--- src/rtl/serial_adder_pkg.sv ---
// Shared types and sizing helpers for the bit-serial adder.
package serial_adder_pkg;

  typedef enum logic [1:0] {
    IDLE = 2'd0,
    RUN  = 2'd1,
    DONE = 2'd2
  } state_t;

  localparam int DEFAULT_WIDTH = 8;

  // Bit counter width; the counter only ever holds 0 .. width-1.
  function automatic int cnt_width(input int width);
    return $clog2(width);
  endfunction

  localparam int CNT_W = cnt_width(DEFAULT_WIDTH);

endpackage

--- src/rtl/serial_adder_full_adder_cell.sv ---
// One-bit full adder assembled from two half-adders and an OR gate.
module half_adder (
  input  logic a_i,
  input  logic b_i,
  output logic s_o,
  output logic c_o
);
  assign s_o = a_i ^ b_i;
  assign c_o = a_i & b_i;
endmodule

module full_adder_cell (
  input  logic a_i,
  input  logic b_i,
  input  logic cin_i,
  output logic s_o,
  output logic cout_o
);
  logic s0;
  logic c0;
  logic c1;

  half_adder u_ha0 (.a_i(a_i), .b_i(b_i),   .s_o(s0),  .c_o(c0));
  half_adder u_ha1 (.a_i(s0),  .b_i(cin_i), .s_o(s_o), .c_o(c1));

  // The two half-adder carries can never both be set, so OR gives the majority.
  assign cout_o = c0 | c1;
endmodule

--- src/rtl/serial_adder.sv ---
// Bit-serial WIDTH-bit adder: one full-adder cell, LSB first, carry held in a flop.
module serial_adder
  import serial_adder_pkg::*;
#(
  parameter int WIDTH = 8
) (
  input  logic             clk,
  input  logic             rst_n,
  input  logic             start_i,
  input  logic [WIDTH-1:0] a_i,
  input  logic [WIDTH-1:0] b_i,
  output logic             busy_o,
  output logic             done_o,
  output logic [WIDTH-1:0] sum_o,
  output logic             cout_o
);

  localparam int                 CW       = cnt_width(WIDTH);
  localparam logic [CW-1:0]      LAST_CNT = CW'(WIDTH - 1);

  state_t           state_q, state_d;
  logic [WIDTH-1:0] a_sr_q, a_sr_d;
  logic [WIDTH-1:0] b_sr_q, b_sr_d;
  logic [WIDTH-1:0] res_q, res_d;
  logic [WIDTH-1:0] sum_q, sum_d;
  logic             carry_q, carry_d;
  logic             cout_q, cout_d;
  logic [CW-1:0]    cnt_q, cnt_d;

  logic             fa_s;
  logic             fa_cout;
  logic             accept;
  logic             running;
  logic             last_bit;

  full_adder_cell u_fa (
    .a_i    (a_sr_q[0]),
    .b_i    (b_sr_q[0]),
    .cin_i  (carry_q),
    .s_o    (fa_s),
    .cout_o (fa_cout)
  );

  // A start is honoured in IDLE and in DONE, never while bits are in flight.
  assign running  = (state_q == RUN);
  assign accept   = start_i && !running;
  assign last_bit = running && (cnt_q == LAST_CNT);

  always_ff @(posedge clk or negedge rst_n) begin
    if (!rst_n) begin
      state_q <= IDLE;
    end else begin
      state_q <= state_d;
    end
  end

  always_comb begin
    state_d = state_q;
    unique case (state_q)
      IDLE:    if (start_i) state_d = RUN;
      RUN:     if (last_bit) state_d = DONE;
      DONE:    state_d = start_i ? RUN : IDLE;
      default: state_d = IDLE;
    endcase
  end

  always_comb begin
    busy_o = (state_q == RUN);
    done_o = (state_q == DONE);
    sum_o  = sum_q;
    cout_o = cout_q;
  end

  always_comb begin
    a_sr_d  = a_sr_q;
    b_sr_d  = b_sr_q;
    res_d   = res_q;
    sum_d   = sum_q;
    carry_d = carry_q;
    cout_d  = cout_q;
    cnt_d   = cnt_q;
    if (accept) begin
      a_sr_d  = a_i;
      b_sr_d  = b_i;
      carry_d = 1'b0;
      cnt_d   = '0;
    end else if (running) begin
      a_sr_d  = {1'b0, a_sr_q[WIDTH-1:1]};
      b_sr_d  = {1'b0, b_sr_q[WIDTH-1:1]};
      res_d   = {fa_s, res_q[WIDTH-1:1]};
      carry_d = fa_cout;
      // Hold the counter on the final bit so it never leaves 0 .. WIDTH-1.
      cnt_d   = last_bit ? cnt_q : cnt_q + 1'b1;
      if (last_bit) begin
        sum_d  = res_d;
        cout_d = fa_cout;
      end
    end
  end

  always_ff @(posedge clk or negedge rst_n) begin
    if (!rst_n) begin
      a_sr_q  <= '0;
      b_sr_q  <= '0;
      res_q   <= '0;
      sum_q   <= '0;
      carry_q <= 1'b0;
      cout_q  <= 1'b0;
      cnt_q   <= '0;
    end else begin
      a_sr_q  <= a_sr_d;
      b_sr_q  <= b_sr_d;
      res_q   <= res_d;
      sum_q   <= sum_d;
      carry_q <= carry_d;
      cout_q  <= cout_d;
      cnt_q   <= cnt_d;
    end
  end

endmodule

--- config.mk ---
export PLATFORM = sky130hd
export DESIGN_NAME = serial_adder
export DESIGN_NICKNAME = d
export VERILOG_FILES = /design/src/rtl/serial_adder_pkg.sv /design/src/rtl/serial_adder_full_adder_cell.sv /design/src/rtl/serial_adder.sv
export SDC_FILE = /design/constraint.sdc
export NUM_CORES = 1
export LEC_CHECK = 0
export BUFFER_PORTS_ARGS = -buffer_cell sky130_fd_sc_hd__clkbuf_2
export CORE_MARGIN = 1.5
export CORE_UTILIZATION = 59
export DETAILED_ROUTE_END_ITERATION = 10
export GPL_TIMING_DRIVEN = 1
export PLACE_DENSITY = 0.82
export SETUP_SLACK_MARGIN = 0.3
export SKIP_CTS_REPAIR_TIMING = 1
export SLEW_MARGIN = 25
export SYNTH_ARGS = -nofsm -noshare
export SYNTH_HDL_FRONTEND = slang
export SYNTH_SLANG_ARGS = --single-unit
--- constraint.sdc ---
create_clock -name clk -period 2.4 [get_ports clk]
set_input_delay 0 -clock clk [delete_from_list [all_inputs] [get_ports clk]]
set_output_delay 0 -clock clk [all_outputs]
set_load 0.05 [all_outputs]
==> results_dict.tcl, run 1 <==
set metrics [dict create \
    clock_latency_ps 350 \
    synth_compound_area_share_pct 0 \
    synth_top_family_by_area "multiplexers" \
    switching_power_w 0.001077 \
    fillers 244 \
    setup_violations 0 \
    status "complete, no violations" \
    cts_tree "done" \
    combPwrFrac_pct 47.8 \
    start_util_pct 61.21 \
    synthMuxAreaShare_pct 38.12 \
    maxSlewViolCount 0 \
    power_switching_share_pct 38.20 \
    slew_headroom_pct 38.18 \
    maxCapViolCount 0 \
    final_cell_mix "dfrtp_1 (38), mux2_4 (30), clkbuf_2 (29), mux2_2 (13), mux2i_1 (7)" \
    num_vias 996 \
    worst_hold_slack_ps 0.003247 \
    yosys.area_share.adder_pct 2.451 \
    clockBufferDepth 2 \
    rsz0062_at_grt "false" \
    io_pins 30 \
    min_period_over_period_pct 77.31 \
    ys_ff_latch 38 \
    endpoint_kind "flop" \
    io_buffers 29 \
    synth_area_sq_um 1838 \
    drive_above_1_share_pct 55.33 \
    worstPathRequired_ps 2640 \
    grt_pass1_vias 1104 \
    path_class "flop to flop" \
    hpwlAfterDp_microns 2136 \
    yosys.area_share.xor_xnor_pct 0.4765 \
    cts_root_buf "clkbuf_4" \
    drtIter0Drc 27 \
    cts_sinks 38 \
    yosysTopAreaCell "dfrtp_1" \
    core_sq_um 3003 \
    antenna_left 0 \
    synth_top_area_share_pct 51.74 \
    fin_setup_tns_ps 0 \
    stdcell_count 183 \
    ys_types 17 \
    crit_path_start_kind "flop" \
    finalHoldViolCount 0 \
    drc 0 \
    grt_max_degree 39 \
    grt-ovfl-total 0 \
    irDropWorstVdd_uv 632.9 \
    hold_path_class "primary input to flop" \
    wl_per_cell_microns 17.11 \
    syn-instance-count 114 \
    ys_dominant_reg_cell "dfrtp_1" \
    max_freq_ghz 0.5389 \
    worst_setup_hold_path_clk_slew_ps 120 \
    ys_seq_area_share_pct 51.74 \
    layout_commonest_cell "dfrtp_1" \
    dieArea_sq_um 3459 \
    syn_to_final_growth_pct 12.87 \
    viasPerCell 5.443 \
    path_max_fanout 10 \
    final_nets 171 \
    leakage_nw 1.053 \
    synthTopCellsByArea "dfrtp_1 (52%), mux2_4 (25%), mux2_2 (8.0%)" \
    powerDensity_nw_per_um2 1359 \
    dr.pass1.iters 4 \
    synthSimpleGateAreaFrac_pct 3.063 \
    place.gp.congestion 0.6929 \
    place_inst 171 \
    period_needed_ps 1855 \
    worstMarginPinSlew_ps 927.2 \
    grt_first_pass_wirelength_microns 5271 \
    async_flop_share_pct 100.0 \
    synth-edff-count 0 \
    track_usage_pct 21.06 \
    htreeDepth 2 \
    die_x_microns 58.82 \
    clockPowerShare_pct 12.4 \
    numCtsBuffers 5 \
    antenna_cells 0 \
    p_seq_share_pct 39.8 \
    yosysWarnings 0 \
    syn_avg_cell_area_sq_um 16.12 \
    antenna_found_initial 0 \
    p_int_w 0.001742 \
    fp.dieH_microns 58.82 \
    synthesis.nets 136 \
    routed_wirelength_microns 3131 \
    clock_skew_ps 19.55 \
    critPathArrivalTime_ps 2090 \
    rows 20 \
]
[power by group through the flow]
stage	logic, W	clock network [W]	registers (W)
floorplan	0.000889	0	0.00134
global placement	0.00129	0	0.00111
detailed placement	0.00135	0	0.00113
CTS	0.00137	0.000357	0.00112
global route	0.00145	0.000385	0.00116
finish	0.00135	0.000350	0.00112
[sequential cells by signal, indices dropped and copies added, names as in the netlist]
register	count
res_q	7
cnt_q	3
b_sr_q	8
cout_o	1
a_sr_q	8
carry_q	1
sum_o	8
state_q	2
[per-layer routing]
layer	wire [microns]	share of wire, %	track usage (%)
met5	0	0	0
met4	43	1.4	7.792
met3	136	4.3	6.813
met2	1604	51	35.24
met1	1347	43	25.36
[per-stage QoR]
| step | total power [W] | area, sq um | setup slack (ps) | utilization (%) |
|---|---|---|---|---|
| 2_1_floorplan | 0.002225 | 1838 | 777.9 | - |
| 3_3_place_gp | 0.002401 | 1971 | 677.4 | 65.63 |
| 3_5_place_dp | 0.002487 | 1971 | 575.3 | 65.63 |
| 4_1_cts | 0.002846 | 2034 | 546.9 | 67.75 |
| 5_1_grt | 0.002990 | 2074 | 470.8 | 69.08 |
| 6_report | 0.002819 | 2074 | 544.5 | 69.08 |
[final cells by class]
class	count	area (sq um)	share of cell area [%]
clock buffer	6	51.30	2.473
clock inverter	2	12.51	0.6031
inverter	2	7.507	0.3619
multi-input combinational	67	810.8	39.08
sequential	38	950.9	45.84
tap	33	41.29	1.990
timing repair buffer	35	200.2	9.650
[synthesized netlist by cell type, types with 2 or more instances]
cell type / number
mux2_2: 13
ha_1: 2
mux2_4: 30
buf_6: 5
nand2b_1: 4
nor2_1: 3
mux2_1: 3
mux2i_1: 7
dfrtp_1: 38
nor2b_1: 2
[critical path, cell delays in order, from the launching register on]
cell	delay, ps
dfrtp_1	430
ha_1	210
ha_1	260
nand3b_1	430
mux2_2	400
[worst paths after layout]
| path | startpoint | to | slack (ps) | depth (start not counted) |
|---|---|---|---|---|
| worst min register to register | sum_o[5] | sum_o[5] | 520 | 1 |
| min in group asynchronous | rst_n | cout_o | 310 | 2 |
| worst max-delay path | cnt_q[0] | sum_o[6] | 540 | 4 |
| worst min-delay path | a_i[0] | a_sr_q[0] | 0.003 | 3 |
| max in group asynchronous | rst_n | b_sr_q[3] | 1490 | 2 |
| worst max register to register | cnt_q[0] | sum_o[6] | 540 | 4 |
[cell families after synthesis]
kind of cell	Yosys count
buffers and inverters	9
multiplexers	53
flip-flops	38
AND/OR/NAND/NOR	10
XOR/XNOR	1
adder cells (fa/ha/maj)	3
(Power assumes the default switching activity.)
==> inputs of run 2 (changes only) <==
CORE_UTILIZATION = 50   (was 59)
PLACE_DENSITY = 0.74   (was 0.82)
clock period = 1.6 ns   (was 2.4 ns; I/O delays follow)
==> run 2 against run 1 <==
  * Combinational power rose by 60%
  * Wire length down 0.26%
  * Critical endpoint is now sum_o[7]
  * First-iteration DRC count is 52% higher
  * Largest power group unchanged
  * Setup slack lost 400 ps
  * Design area grew 6.0%
  * Non-clock buffer count is 5 higher
  * Clock skew shrank 11 ps
  * Hold slack better by 58 ps
  * Cell count increased by 9.8%
==> results_dict.tcl, run 2 (synthesis gave the netlist of run 1 again) <==
set metrics [dict create \
    status "complete, no violations" \
    cts_root_buf "clkbuf_8" \
    final_cell_area_sq_um 2200 \
    routed_wirelength_microns 3123 \
    hpwlAfterDp_microns 2184 \
    grt_max_degree 31 \
    finalHoldViolCount 0 \
    switching_power_w 0.001655 \
    viasPerCell 5.075 \
    worst_slack_ps 143.6 \
    min_period_over_period_pct 91.03 \
    drtIter0Drc 41 \
    path_max_fanout 10 \
    endpoint_kind "flop" \
    worst_setup_hold_path_clk_slew_ps 80 \
    crit_path_start_kind "flop" \
    wl_per_cell_microns 15.54 \
    rows 21 \
    final_nets 176 \
    place_area_sq_um 2049 \
    p_seq_share_pct 36.9 \
    antenna_cells 0 \
    irDropWorstVdd_uv 897.4 \
    clockPowerShare_pct 15.2 \
    core_sq_um 3442 \
    worstPathRequired_ps 1780 \
    powerDensity_nw_per_um2 2051 \
    num_vias 1020 \
    worst_hold_slack_ps 57.89 \
    htreeDepth 2 \
    antenna_found_initial 0 \
    path_class "flop to flop" \
    power_switching_share_pct 36.67 \
    place.gp.congestion 0.7135 \
    io_pins 30 \
    antenna_left 0 \
    fin_setup_tns_ps 0 \
    max_freq_ghz 0.6866 \
    drive_above_1_share_pct 59.35 \
    dr.pass1.iters 4 \
    worstMarginPinSlew_ps 726.5 \
    leakage_nw 1.099 \
    die_x_microns 63.63 \
    clock_latency_ps 290 \
    grt_pass1_vias 1115 \
    p_int_w 0.002858 \
    hold_path_class "primary input to flop" \
    maxSlewViolCount 0 \
    grt-ovfl-total 0 \
    syn_to_final_growth_pct 19.67 \
    setup_violations 0 \
    period_needed_ps 1456 \
    slew_headroom_pct 51.57 \
    maxCapViolCount 0 \
    final_cell_mix "dfrtp_1 (38), mux2_4 (30), clkbuf_2 (28), mux2_2 (13), mux2i_1 (7)" \
    grt_first_pass_wirelength_microns 5299 \
    io_buffers 29 \
    rsz0062_at_grt "true" \
    track_usage_pct 17.61 \
    start_util_pct 53.40 \
    critPathArrivalTime_ps 1630 \
    combPwrFrac_pct 47.9 \
    cts_sinks 38 \
    clockBufferDepth 2 \
    cts_tree "done" \
    fp.dieH_microns 63.63 \
    layout_commonest_cell "dfrtp_1" \
    clock_skew_ps 8.621 \
    drc 0 \
    numCtsBuffers 5 \
    dieArea_sq_um 4049 \
    post-place-ws_ps 127.1 \
]
## run 2: metrics by stage
stage	utilization, %	total power [W]	std cells
global route	63.90	0.004799	201
global placement	59.54	0.003693	188
finish	63.90	0.004512	201
detailed placement	59.54	0.003803	188
floorplan	-	0.003364	114
CTS	62.30	0.004500	196
## run 2: path summary, 6_finish.rpt
kind | start | to | slack (ps) | cells past startpoint
worst max-delay path | cnt_q[1] | sum_o[7] | 140 | 5
worst min-delay path | b_i[6] | b_sr_q[6] | 60 | 3
worst max register to register | cnt_q[1] | sum_o[7] | 140 | 5
worst min register to register | a_sr_q[5] | a_sr_q[4] | 500 | 1
max in group asynchronous | rst_n | res_q[2] | 680 | 3
min in group asynchronous | rst_n | b_sr_q[1] | 300 | 2
## run 2: routing by layer
| layer | global-route usage (%) | part of all wire, % | up-vias |
|---|---|---|---|
| met3 | 4.286 | 2.8 | 4 |
| li1 | - | - | 474 |
| met4 | 8.152 | 1.3 | 0 |
| met1 | 22.42 | 46 | 526 |
| met5 | 0 | 0 | - |
| met2 | 28.29 | 50 | 16 |
## run 2: layout make-up
type / count / area, sq um
Inverter: 2 / 10.01
Clock buffer: 6 / 82.58
Clock inverter: 2 / 12.51
Multi-Input combinational cell: 67 / 823.3
Timing Repair Buffer: 40 / 262.8
Fill cell: 259 / 1242
Tap cell: 46 / 57.56
Sequential cell: 38 / 950.9
## run 2: power groups by stage
stage,logic (W),clock network [W],registers [W]
2_1_floorplan,0.00136,0,0.00200
3_3_place_gp,0.00204,0,0.00166
3_5_place_dp,0.00211,0,0.00169
4_1_cts,0.00212,0.000704,0.00168
5_1_grt,0.00231,0.000762,0.00172
6_report,0.00216,0.000686,0.00167
## run 2: worst max-delay path, stage by stage (launching register included)
cell,delay [ps]
dfrtp_1,390
ha_2,190
ha_2,170
nand3b_1,120
buf_12,140
mux2_2,330
==> inputs of run 3 (changes only) <==
ABC_AREA = 1   (was unset)
CORE_UTILIZATION = 49   (was 50)
PLACE_DENSITY = 0.73   (was 0.74)
==> run 3 against run 2 <==
  * Setup slack better by 180 ps
  * Count of clock-buffer cells in the layout unchanged
  * Sequential share of layout area up 0.50 points
  * Critical endpoint is now a_sr_q[7]
  * Register-to-register slack better by 180 ps
  * Wire length up 17%
  * Critical path type unchanged
  * Cell count up 40%
  * Design area down 1.0%
  * Clock skew up 1.5 ps
  * Die area down 7.6%
  * First-iteration DRC count up 98%
==> results_dict.tcl, run 3 <==
set metrics [dict create \
    setup_violations 0 \
    top_usage_layer "met2" \
    grt_first_pass_wirelength_microns 5250 \
    min_period_over_period_pct 79.94 \
    routed_wirelength_microns 3649 \
    worst_slack_ps 321.0 \
    worst_hold_slack_ps 132.1 \
    worst_setup_hold_path_clk_slew_ps 120 \
    die_x_microns 61.17 \
    grt_max_degree 39 \
    synthMuxAreaShare_pct 0 \
    endpoint_kind "flop" \
    stdcell_count 281 \
    htreeDepth 2 \
    worstMarginPinSlew_ps 472.5 \
    syn_to_final_growth_pct 31.32 \
    fp.dieH_microns 61.17 \
    yosysTopAreaCell "dfrtp_1" \
    track_usage_pct 19.13 \
    synth.most_common_cell "nand2_1" \
    start_util_pct 53.00 \
    ys_types 17 \
    met1_usage_pct 22.42 \
    maxCapViolCount 0 \
    yosys.area_share.xor_xnor_pct 0 \
    synthSimpleGateAreaFrac_pct 32.30 \
    synth_compound_area_share_pct 2.113 \
    async_flop_share_pct 100.0 \
    leakage_nw 1.137 \
    synthTopCellsByArea "dfrtp_1 (57%), nand2_1 (15%), nand3_1 (13%)" \
    synth_top_area_share_pct 57.36 \
    period_needed_ps 1279 \
    antenna_cells 0 \
    synth_top_family_by_area "simple AND/OR/NAND/NOR gates" \
    dr.pass1.iters 4 \
    antenna_left 0 \
    yosys.area_share.adder_pct 2.717 \
    slew_headroom_pct 68.50 \
    cts_root_buf "clkbuf_4" \
    hold_path_class "primary input to flop" \
    place_inst 252 \
    ys_ff_latch 38 \
    crit_path_start_kind "flop" \
    synthesis.nets 206 \
    layout_commonest_cell "nand2_1" \
    path_buf_inv 2 \
    syn_avg_cell_area_sq_um 9.010 \
    final_cell_mix "nand2_1 (66), nand3_1 (42), dfrtp_1 (37), clkbuf_2 (28), dlygate4sd3_1 (17)" \
    irDropWorstVdd_uv 916.2 \
    max_freq_ghz 0.7819 \
    place.gp.congestion 0.7131 \
    drtIter0Drc 81 \
    rows 20 \
    fillers 251 \
    io_buffers 29 \
    grt.met3_usage_pct 4.412 \
    num_vias 1429 \
    clock_skew_ps 10.08 \
    slowest_delay_ps 440 \
    path_class "flop to flop" \
    clock_latency_ps 340 \
    critPathArrivalTime_ps 1520 \
    grt-ovfl-total 0 \
    antenna_found_initial 0 \
    cts_tree "done" \
    hpwlAfterDp_microns 2154 \
    synth_common_cells "nand2_1 (66), nand3_1 (44), dfrtp_1 (38)" \
    crit_chain "inv_2, nand2_8, nand2_1, inv_1, nand2_1, nand2_1" \
    final_nets 259 \
    yosysWarnings 0 \
    use_met2_pct 32.98 \
    viasPerCell 5.085 \
    rsz0062_at_grt "true" \
    powerDensity_nw_per_um2 1916 \
    worstPathRequired_ps 1840 \
    critPathMostFrequentCell "nand2_1" \
    slowest_stage "dfrtp_1" \
    fin_setup_tns_ps 0 \
    synth_area_sq_um 1658 \
    clockBufferDepth 2 \
    dieArea_sq_um 3741 \
    status "complete, no violations" \
    path_max_fanout 38 \
    fin_util_pct 69.60 \
    drc 0 \
    ys_seq_area_share_pct 57.36 \
    synth-edff-count 0 \
    wl_per_cell_microns 12.99 \
    finalHoldViolCount 0 \
    drive_above_1_share_pct 24.89 \
    crit_family "simple AND/OR/NAND/NOR gates" \
    maxSlewViolCount 0 \
    cts_sinks 38 \
    core_sq_um 3128 \
    post-place-ws_ps 164.5 \
    syn-instance-count 184 \
    numCtsBuffers 5 \
    io_pins 30 \
    ys_dominant_reg_cell "dfrtp_1" \
    grt_pass1_vias 1256 \
]
-- run 3: changes by cell type after synthesis, moves of 3 or more --
cell      previous run  this run
buf_2                1         4
mux2i_1              7         0
nand2b_1             4         0
buf_6                5         2
o21ai_0              0         7
nand2_1              0        66
nand3_1              0        44
mux2_1               3         0
mux2_2              13         0
inv_1                1         8
mux2_4              30         0
-- run 3: final timing paths --
check | start | to | slack, ps | cells after the start
setup / recovery | state_q[1] | a_sr_q[7] | 320 | 6
hold / removal | start_i | a_sr_q[0] | 130 | 3
setup reg to reg | state_q[1] | a_sr_q[7] | 320 | 6
hold reg to reg | res_q[3] | sum_o[2] | 480 | 2
max in group asynchronous | rst_n | state_q[0] | 1020 | 3
min in group asynchronous | rst_n | sum_o[7] | 230 | 3
-- run 3: where the power goes --
part | internal (W) | switching [W] | leakage (nW)
clock network | 0.000364 | 0.000303 | 0.0443
logic | 0.000660 | 0.00122 | 0.607
registers | 0.00136 | 0.000255 | 0.486
-- run 3: cell type report --
type | instances | area, sq um | share of cell area, %
multi-input cells | 129 | 663.1 | 30.46
clock buffers | 6 | 51.30 | 2.356
inverters | 10 | 42.54 | 1.954
flip-flops and latches | 38 | 952.2 | 43.74
well taps | 44 | 55.05 | 2.529
clock inverters | 1 | 30.03 | 1.379
repair buffers | 53 | 382.9 | 17.59
-- run 3: kinds of logic (layout without fill, tap and decap cells) --
group / Yosys count / after routing
simple gates: 118 / 119
flops: 38 / 38
buf+inv: 18 / 70
compound gates: 7 / 7
fa+ha+maj: 3 / 3
-- run 3: through the flow --
| stage | instance area, sq um | total power [W] |
|---|---|---|
| floorplan | 1658 | 0.002887 |
| global placement | 1827 | 0.003159 |
| detailed placement | 1827 | 0.003237 |
| CTS | 1908 | 0.003902 |
| global route | 2177 | 0.004484 |
| finish | 2177 | 0.004172 |
-- run 3: tightest hold or removal path: cells and delay by family --
| family | cells | cell delay [ps] |
|---|---|---|
| AND/OR/NAND/NOR | 2 | 200 |
| buffers and inverters | 1 | 230 |
-- run 3: metal layers --
| layer | part of all wire, % | vias to the layer above |
|---|---|---|
| met1 | 41 | 676 |
| met4 | 3.1 | 0 |
| li1 | - | 704 |
| met3 | 3.2 | 13 |
| met2 | 52 | 36 |
| met5 | 0 | - |
